`src/rtl/circular_op_quadrant_tracker_pkg.sv`:
```
// Shared types and widths for the circular-op quadrant tracker.
package circular_op_quadrant_tracker_pkg;

    localparam int unsigned BYTE_BITS = 8;
    localparam int unsigned COUNT_W   = 3;

    typedef enum logic [1:0] {
        POS_QUADRANT_1 = 2'd0,
        POS_QUADRANT_2 = 2'd1,
        POS_QUADRANT_3 = 2'd2,
        POS_QUADRANT_4 = 2'd3
    } PosQuadrant_t;

endpackage

```
`src/rtl/circular_op_quadrant_tracker.sv`:
```
// Tracks an arc's progress through the quadrants, one registered valid/ready output stage.
// Optional sticky illegal-transition flag: define CIRCULAR_QUADRANT_TRACKER_ERROR_EN.
module circular_op_quadrant_tracker
    import circular_op_quadrant_tracker_pkg::*;
#(
    parameter int unsigned NUM_BITS = BYTE_BITS
) (
    input  logic                clk,
    input  logic                reset,
    input  logic                start,
    input  logic [NUM_BITS-1:0] start_x,
    input  logic [NUM_BITS-1:0] start_y,
    input  logic [NUM_BITS-1:0] end_x,
    input  logic [NUM_BITS-1:0] end_y,
    input  logic                is_cw,
    input  logic                in_valid,
    output logic                in_ready,
    input  logic [NUM_BITS-1:0] relative_x,
    input  logic [NUM_BITS-1:0] relative_y,
    output logic                out_valid,
    input  logic                out_ready,
    output PosQuadrant_t        quadrant,
    output logic                crossed,
    output logic [COUNT_W-1:0]  crossing_count,
    output logic                reached,
    output logic                busy,
    output logic                error
);

    localparam int unsigned PROD_W  = 2 * NUM_BITS;
    localparam int unsigned CROSS_W = PROD_W + 1;
    localparam logic [COUNT_W-1:0] FULL_TURN = COUNT_W'(4);

    typedef enum logic {
        ST_IDLE,
        ST_TRACK
    } state_t;

    function automatic PosQuadrant_t quad_of(input logic x_neg, input logic y_neg);
        case ({x_neg, y_neg})
            2'b00:   return POS_QUADRANT_1;
            2'b10:   return POS_QUADRANT_2;
            2'b11:   return POS_QUADRANT_3;
            default: return POS_QUADRANT_4;
        endcase
    endfunction

    state_t               state_q, state_d;
    PosQuadrant_t         q_e_q, q_e_d;
    PosQuadrant_t         prev_q_q, prev_q_d;
    PosQuadrant_t         quadrant_q, quadrant_d;
    logic [COUNT_W-1:0]   req_q, req_d;
    logic [COUNT_W-1:0]   count_q, count_d;
    logic                 is_cw_q, is_cw_d;
    logic                 out_valid_q, out_valid_d;
    logic                 crossed_q, crossed_d;
    logic                 reached_q, reached_d;

    logic                        in_ready_c;
    logic                        accept_c;
    PosQuadrant_t                q_start_c, q_end_c, q_samp_c;
    logic [1:0]                  arc_diff_c;
    logic [1:0]                  step_c;
    logic [1:0]                  samp_diff_c;
    logic                        step_ok_c;
    logic [COUNT_W-1:0]          count_next_c;
    logic [COUNT_W-1:0]          req_c;
    logic signed [NUM_BITS-1:0]  sx_c, sy_c, ex_c, ey_c;
    logic signed [PROD_W-1:0]    prod_a_c, prod_b_c;
    logic signed [CROSS_W-1:0]   cross_c;
    logic                        same_pt_c;
    logic                        long_way_c;
    logic                        unused_mag_c;

    // Only the sign bits of the sample position matter for the quadrant.
    assign unused_mag_c = ^{relative_x[NUM_BITS-2:0], relative_y[NUM_BITS-2:0]};

    assign in_ready_c = (state_q == ST_TRACK) & ~start & (~out_valid_q | out_ready);
    assign accept_c   = in_valid & in_ready_c;

    // Arc setup: quadrants of the endpoints and the number of crossings to reach the end.
    always_comb begin
        q_start_c = quad_of(start_x[NUM_BITS-1], start_y[NUM_BITS-1]);
        q_end_c   = quad_of(end_x[NUM_BITS-1], end_y[NUM_BITS-1]);
        sx_c      = start_x;
        sy_c      = start_y;
        ex_c      = end_x;
        ey_c      = end_y;
        prod_a_c  = PROD_W'(sx_c) * PROD_W'(ey_c);
        prod_b_c  = PROD_W'(sy_c) * PROD_W'(ex_c);
        cross_c   = CROSS_W'(prod_a_c) - CROSS_W'(prod_b_c);
        same_pt_c = (start_x == end_x) && (start_y == end_y);
        arc_diff_c = is_cw ? 2'(q_start_c - q_end_c) : 2'(q_end_c - q_start_c);
        // Same quadrant: the cross product tells a short arc from a near-full turn.
        long_way_c = same_pt_c
                   || (!is_cw && cross_c[CROSS_W-1])
                   || (is_cw && !cross_c[CROSS_W-1] && (cross_c != '0));
        req_c = '0;
        if (arc_diff_c != 2'd0) begin
            req_c = COUNT_W'(arc_diff_c);
        end else if (long_way_c) begin
            req_c = FULL_TURN;
        end
    end

    // Per-sample step classification against the previous quadrant.
    always_comb begin
        q_samp_c     = quad_of(relative_x[NUM_BITS-1], relative_y[NUM_BITS-1]);
        step_c       = is_cw_q ? 2'd3 : 2'd1;
        samp_diff_c  = 2'(q_samp_c - prev_q_q);
        step_ok_c    = (samp_diff_c == step_c);
        count_next_c = count_q;
        if (step_ok_c && (count_q < FULL_TURN)) begin
            count_next_c = count_q + COUNT_W'(1);
        end
    end

`ifdef CIRCULAR_QUADRANT_TRACKER_ERROR_EN
    logic error_q, error_d;
    logic illegal_c;
    assign illegal_c = (samp_diff_c != 2'd0) && !step_ok_c;
    assign error     = error_q;
`else
    assign error = 1'b0;
`endif

    // Next-state and output-stage update.
    always_comb begin
        state_d     = state_q;
        q_e_d       = q_e_q;
        prev_q_d    = prev_q_q;
        quadrant_d  = quadrant_q;
        req_d       = req_q;
        count_d     = count_q;
        is_cw_d     = is_cw_q;
        out_valid_d = out_valid_q;
        crossed_d   = crossed_q;
        reached_d   = reached_q;
`ifdef CIRCULAR_QUADRANT_TRACKER_ERROR_EN
        error_d     = error_q;
`endif

        case (state_q)
            ST_IDLE: begin
                if (start) begin
                    state_d = ST_TRACK;
                end
            end
            ST_TRACK: begin
                if (!start && out_valid_q && out_ready && reached_q) begin
                    state_d = ST_IDLE;
                end
            end
            default: state_d = ST_IDLE;
        endcase

        if (start) begin
            q_e_d       = q_end_c;
            req_d       = req_c;
            prev_q_d    = q_start_c;
            is_cw_d     = is_cw;
            count_d     = '0;
            out_valid_d = 1'b0;
`ifdef CIRCULAR_QUADRANT_TRACKER_ERROR_EN
            error_d     = 1'b0;
`endif
        end else if (accept_c) begin
            prev_q_d    = q_samp_c;
            quadrant_d  = q_samp_c;
            crossed_d   = step_ok_c;
            count_d     = count_next_c;
            reached_d   = (count_next_c == req_q) && (q_samp_c == q_e_q);
            out_valid_d = 1'b1;
`ifdef CIRCULAR_QUADRANT_TRACKER_ERROR_EN
            error_d     = error_q | illegal_c;
`endif
        end else if (out_ready) begin
            out_valid_d = 1'b0;
        end
    end

    always_ff @(posedge clk) begin
        if (reset) begin
            state_q     <= ST_IDLE;
            q_e_q       <= POS_QUADRANT_1;
            prev_q_q    <= POS_QUADRANT_1;
            quadrant_q  <= POS_QUADRANT_1;
            req_q       <= '0;
            count_q     <= '0;
            is_cw_q     <= 1'b0;
            out_valid_q <= 1'b0;
            crossed_q   <= 1'b0;
            reached_q   <= 1'b0;
        end else begin
            state_q     <= state_d;
            q_e_q       <= q_e_d;
            prev_q_q    <= prev_q_d;
            quadrant_q  <= quadrant_d;
            req_q       <= req_d;
            count_q     <= count_d;
            is_cw_q     <= is_cw_d;
            out_valid_q <= out_valid_d;
            crossed_q   <= crossed_d;
            reached_q   <= reached_d;
        end
    end

`ifdef CIRCULAR_QUADRANT_TRACKER_ERROR_EN
    always_ff @(posedge clk) begin
        if (reset) begin
            error_q <= 1'b0;
        end else begin
            error_q <= error_d;
        end
    end
`endif

    assign in_ready       = in_ready_c;
    assign out_valid      = out_valid_q;
    assign quadrant       = quadrant_q;
    assign crossed        = crossed_q;
    assign crossing_count = count_q;
    assign reached        = reached_q;
    assign busy           = (state_q == ST_TRACK);

endmodule
```
`config.mk`:
```
export PLATFORM = sky130hd
export DESIGN_NAME = circular_op_quadrant_tracker
export DESIGN_NICKNAME = d
export VERILOG_FILES = /design/src/rtl/circular_op_quadrant_tracker_pkg.sv /design/src/rtl/circular_op_quadrant_tracker.sv
export SDC_FILE = /design/constraint.sdc
export NUM_CORES = 1
export LEC_CHECK = 0
export ABC_CLOCK_PERIOD_IN_PS = 8900
export CAP_MARGIN = 20
export CORE_ASPECT_RATIO = 0.5
export CORE_UTILIZATION = 30
export DETAILED_ROUTE_END_ITERATION = 10
export GPL_TIMING_DRIVEN = 0
export HOLD_SLACK_MARGIN = 0.06
export SLEW_MARGIN = 20
export SYNTH_ARGS = -nofsm -noshare
export SYNTH_HDL_FRONTEND = slang
export SYNTH_SLANG_ARGS = --single-unit
```
`constraint.sdc`:
```
create_clock -name clk -period 8.9 [get_ports clk]
set_clock_uncertainty 0.15 [all_clocks]
set_input_delay 1.78 -clock clk [delete_from_list [all_inputs] [get_ports clk]]
set_output_delay 1.78 -clock clk [all_outputs]
set_load 0.05 [all_outputs]
```
# After elaboration in Yosys (flattened, before gate mapping)

Index checks and enable logic that the tools add are counted.

$add $sub $neg: 5
Multiply operators: 2
Bitwise logic cells: 7
Divide/modulo/power cells: 0
Reductions and logical operators: 23
Multiplexer cells: 15
Equal/unequal tests: 11
Shifts and indexed selects: 0
Magnitude comparators: 1

Operators with widths:

| operator            | count |
|---|---|
| $mul 8x8->16        | 2 |
| $pmux 2 s3          | 3 |
| $reduce_bool 17->1  | 1 |
| $sub 16x16->17      | 1 |
| $eq 8x8->1          | 2 |
| $eq 2x2->1 const B  | 6 |
| $logic_and 1x1->1   | 9 |
| $mux 3              | 3 |
| $mux 2              | 4 |
| $logic_not 2->1     | 3 |
| $reduce_bool 2->1   | 3 |
| $sub 2x2->2         | 3 |
| $eq 2x2->1          | 2 |
| $mux 1              | 4 |
| $add 3x1->3 const B | 1 |
| $and 1x1->1         | 3 |
| $eq 3x3->1          | 1 |
| $logic_not 1->1     | 3 |
| $lt 3x3->1 const B  | 1 |
| $not 1->1           | 3 |
| $logic_or 1x1->1    | 2 |
| $pmux 1 s2          | 1 |
| $reduce_and 2->1    | 1 |
| $reduce_or 2->1     | 1 |
| $or 1x1->1          | 1 |

Bits in registers: 17
Latch bits: 0
Word-level logic and storage cells: 74
Output and inout bits: 11
Bits in writable memories: 0
Memories: 0
Memory bits (read-only): 0
Input port bits: 54

# Depth between registers and ports, before layout

Depth in word-level cells: 8
Gate-level depth with buffers: 24
Gate-level depth less buffers: 23

# Least setup slack after synthesis

OpenSTA, ideal clock, no wires.

Path kind: in2reg
From: input start_x[5]
To: register req_q[2]
Buffers on the path: 1
Setup slack: 1.779 ns
Required time: 8.631 ns
Cell stages on the path: 19
Library setup time: 0.119 ns
Arrival time: 6.852 ns
Cells stage by stage: clkbuf_1 nand2_1 fa_1 fa_1 inv_1 fa_1 fa_1 fa_1 inv_1 fa_1 inv_1 ha_1 o21a_1 a21oi_2 o21ba_1 mux2_4 nor4_1 and4_1 o31ai_2

Word-level cells in the longest chain between the ends: 8
Elaborated cells between the ends (all ways): 13

RTL lines:

| what                                                                   | line                                | RTL |
|---|---|---|
| start, declared                                                        | circular_op_quadrant_tracker.sv:11  | `input logic [NUM_BITS-1:0] start_x,` |
| parallel branches: the longest is 5 deep, another holds $sub 16x16->17 | -                                   |  |
| $logic_or 1x1->1 *                                                     | circular_op_quadrant_tracker.sv:97  | `\|\| (is_cw && !cross_c[CROSS_W-1] && (cross_c != '0));` |
| $mux 3 *                                                               | circular_op_quadrant_tracker.sv:101 | `end else if (long_way_c) begin` |
| $mux 3 *                                                               | circular_op_quadrant_tracker.sv:99  | `if (arc_diff_c != 2'd0) begin` |
| end signal, assigned                                                   | circular_op_quadrant_tracker.sv:199 | `req_q <= req_d;` |
| end, declared                                                          | circular_op_quadrant_tracker.sv:52  | `logic [COUNT_W-1:0] req_q, req_d;` |

Mark *: on every way between the ends.
A chain may end at the register's enable or synchronous reset.

# Worst setup path in the final report

From: input start_x[7]
To: register req_q[2]

Word-level cells in the longest chain between the ends: 8
Elaborated cells between the ends (all ways): 21

RTL lines:

| what                                                                   | line |
|---|---|
| parallel branches: the longest is 7 deep, another holds $sub 16x16->17 | - |
| $mux 3 *                                                               | circular_op_quadrant_tracker.sv:99 |

Marked as above.

==> summary.txt <==
GRT
  • First-pass GRT wire length: approximately 25 mm
  • Total gr overflow: 0
  • GRT Total Usage: 0.138
  • Initial antenna violation count: 0
  • Largest net degree at the start of global routing: 11
  • Number of global-route vias before repair: 5064

Die
  • Die H: between 100 and 150 um
  • Die area: approximately 23000 sq um
  • Core area: approximately 21000 sq um
  • Initial Util: 0.313
  • Cell Rows: 37
  • Total I/O pin count: 65
  • Width of the die: 211 um

Layout
  • N_diodes: 0
  • Non-Filler Instances: between 1k and 1.5k
  • Layout area overhead: 10.4%
  • Sequential cell area: 340 sq um
  • Area occupied by multi-input gates: between 5000 and 6000 sq um
  • Net count, final: around 1k
  • # fillers: about 2.2k
  • Layout cells sized above 1: 0.0184

Worst setup path
  • CP Capture Type: flop
  • CP Launch Type: input pin
  • Worst path bufs/invs: 6
  • Reg2Reg Depth: 9
  • Worst path most repeated cell: fa_1
  • CP Depth: 21
  • Maximum fanout along the worst path: 10
  • CP peak stage delay: ~540 ps
  • Critical Path RT: just under 9000 ps
  • CP top delay family: adder cells
  • Crit Path Category: in -> reg
  • Critical path, cell by cell: clkdlybuf4s50_1 -> clkbuf_1 -> and2_1 -> fa_1 -> fa_1 -> inv_1 -> fa_1 -> inv_1 -> fa_1 -> inv_1 -> fa_1 -> fa_1 -> inv_1 -> ha_1 -> a21oi_1 -> o221ai_1 -> nor4_1 -> nand4_1 -> nor4_1 -> and4_1 -> o31ai_2
  • Slowest CP cell: fa_1
  • Arr. time, crit path: just over 8000 ps

Job
  • Max Cap Viol: 0

Clocking
  • Post-CTS Resized: 0
  • Root Driver: clkbuf_16
  • Clk pin slew, worst setup/hold paths: 50 ps
  • CTS tree: done
  • Post-CTS Setup Inserts: 0
  • TritonCTS Sinks: 17
  • TritonCTS Buffers: 3
  • H-tree lvl count: 1
  • Hold Buf Count CTS: 0
  • Clock Latency Late Sink: between 200 and 300 ps
  • Longest Clk Path Bufs: 2

Place
  • Post-DP HPWL: between 10 and 15 mm
  • Routability cong.: between 0.8 and 0.9
  • IO Port Bufs: 24
  • Pre-CTS WS: just under 500 ps
  • Placed Cells: 1048

STA
  • Final worst slack: between 800 and 900 ps
  • Final period demand of the worst path: between 8000 and 9000 ps
  • Rel. slew slack: 0.541
  • Crit share post-route: 0.907
  • Max frequency: ~120 MHz
  • Worst slew pin tran: 682 ps
  • Final TNS setup: 0 ps
  • RSZ-0062 raised after global routing: false
  • Max Slew Vio Count: 0
  • Final hold violations: 0
  • Final setup viols: 0

Route
  • Drt via density: around 4.4
  • Drt pass-1 iters: 4
  • Post-route DRC: 0
  • Final WL: 14.6 mm
  • Wire per inst: approximately 14 um
  • First DRT Iteration DRCs: roughly 240
  • Routed Antenna Nets: 0
  • Vias: 4679

Synth
  • Ys Warns: 0
  • Seq/Total Area, Yosys: 0.0518
  • Synth cell types: 50
  • Synthesized flop and latch total: 17
  • Top_reg_cell synth: dfxtp_1
  • Syn_nets: between 900 and 1k
  • Async SR Flop Fraction: 0
  • Syn Area/Cell: roughly 9 sq um
  • Mapped Cells: approximately 730
  • Number of enable flip-flop cells after synthesis: 0
  • Synth Cell Area: 6580 sq um

Hold path
  • Type of the worst min-delay path: reg -> reg
  • Hold Path Depth: 2

Status
  • Status: finished, final reports clean
==> placed cells by master, fill, tap and decap left out, types with 14 or more instances in the layout <==
cell,n
a21oi_1,14
and2_1,77
clkbuf_1,32
clkdlybuf4s50_1,24
dfxtp_1,17
fa_1,136
ha_1,68
inv_1,173
nand2_1,46
nor2_1,40
xnor2_1,37
==> per-layer routing <==
layer  track usage  vias up  share of wire
met5             0        -              0
met1         0.193     2379           0.49
met4        0.0223        0         0.0098
met2         0.243       48           0.48
li1              -     2241              -
met3       0.00527       11          0.021
==> state kept, by name, indices dropped and copies added, names as in the netlist <==
signal / flops
quadrant: 2
crossed: 1
is_cw_q: 1
prev_q_q: 2
busy: 1
crossing_count: 3
q_e_q: 2
out_valid: 1
reached: 1
req_q: 3
==> synthesized netlist by cell type (7+ instances only) <==
cell      number  area share
dfxtp_1       17       0.052
o21ai_0       12      0.0091
nand2_1       46       0.026
a21oi_1       14       0.011
and2_1        77       0.073
xnor2_1       37       0.049
clkbuf_1      31       0.018
ha_1          68        0.13
xor2_1         9       0.012
nand4_1        7      0.0067
inv_1        173       0.099
nor2_1        40       0.023
fa_1         136        0.41
==> worst register-to-register path, delay by kind of cell (launching register included) <==
family                   cells  cell delay, ps
XOR/XNOR                     3             500
AND/OR/NAND/NOR              3             370
flip-flops                   1             350
multiplexers                 1             280
AO/OA/AOI/OAI                1             180
adder cells (fa/ha/maj)      1             170
==> cells by family after synthesis <==
kind of cell | share of synthesized area
XOR/XNOR | 0.0647
other | 0.000570
adder cells (fa/ha/maj) | 0.543
AND/OR/NAND/NOR | 0.158
multiplexers | 0.00989
flip-flops | 0.0518
buffers and inverters | 0.118
AO/OA/AOI/OAI | 0.0533
==> final cells by class <==
class / instances / area share
multi-input combinational: 509 / 0.752
timing repair buffer: 24 / 0.0331
buffer: 32 / 0.0171
tap: 292 / 0.0503
clock buffer: 4 / 0.0109
inverter: 174 / 0.0900
sequential: 17 / 0.0469
==> path summary, 6_finish.rpt <==
kind                       startpoint                    end  slack, ps
max                        start_x[7]  req_q[2]$_SDFFE_PP0P_        820
min              crossed$_SDFFE_PP0P_   crossed$_SDFFE_PP0P_        320
max reg2reg  prev_q_q[0]$_SDFFE_PP0P_   reached$_SDFFE_PP0P_       6770
min reg2reg      crossed$_SDFFE_PP0P_   crossed$_SDFFE_PP0P_        320
==> through the flow <==
step / hold slack, ps / cell area, sq um / utilization
after floorplan: 305 / 6580 / -
after global placement: 308 / 7180 / 0.342
after detailed placement: 313 / 7180 / 0.342
after CTS: 320 / 7260 / 0.345
after global routing: 347 / 7260 / 0.345
final: 323 / 7260 / 0.345
Power is left out: the tool's default activity adds up to more than one toggle a clock period on the data nets, which glitch-free logic cannot reach.
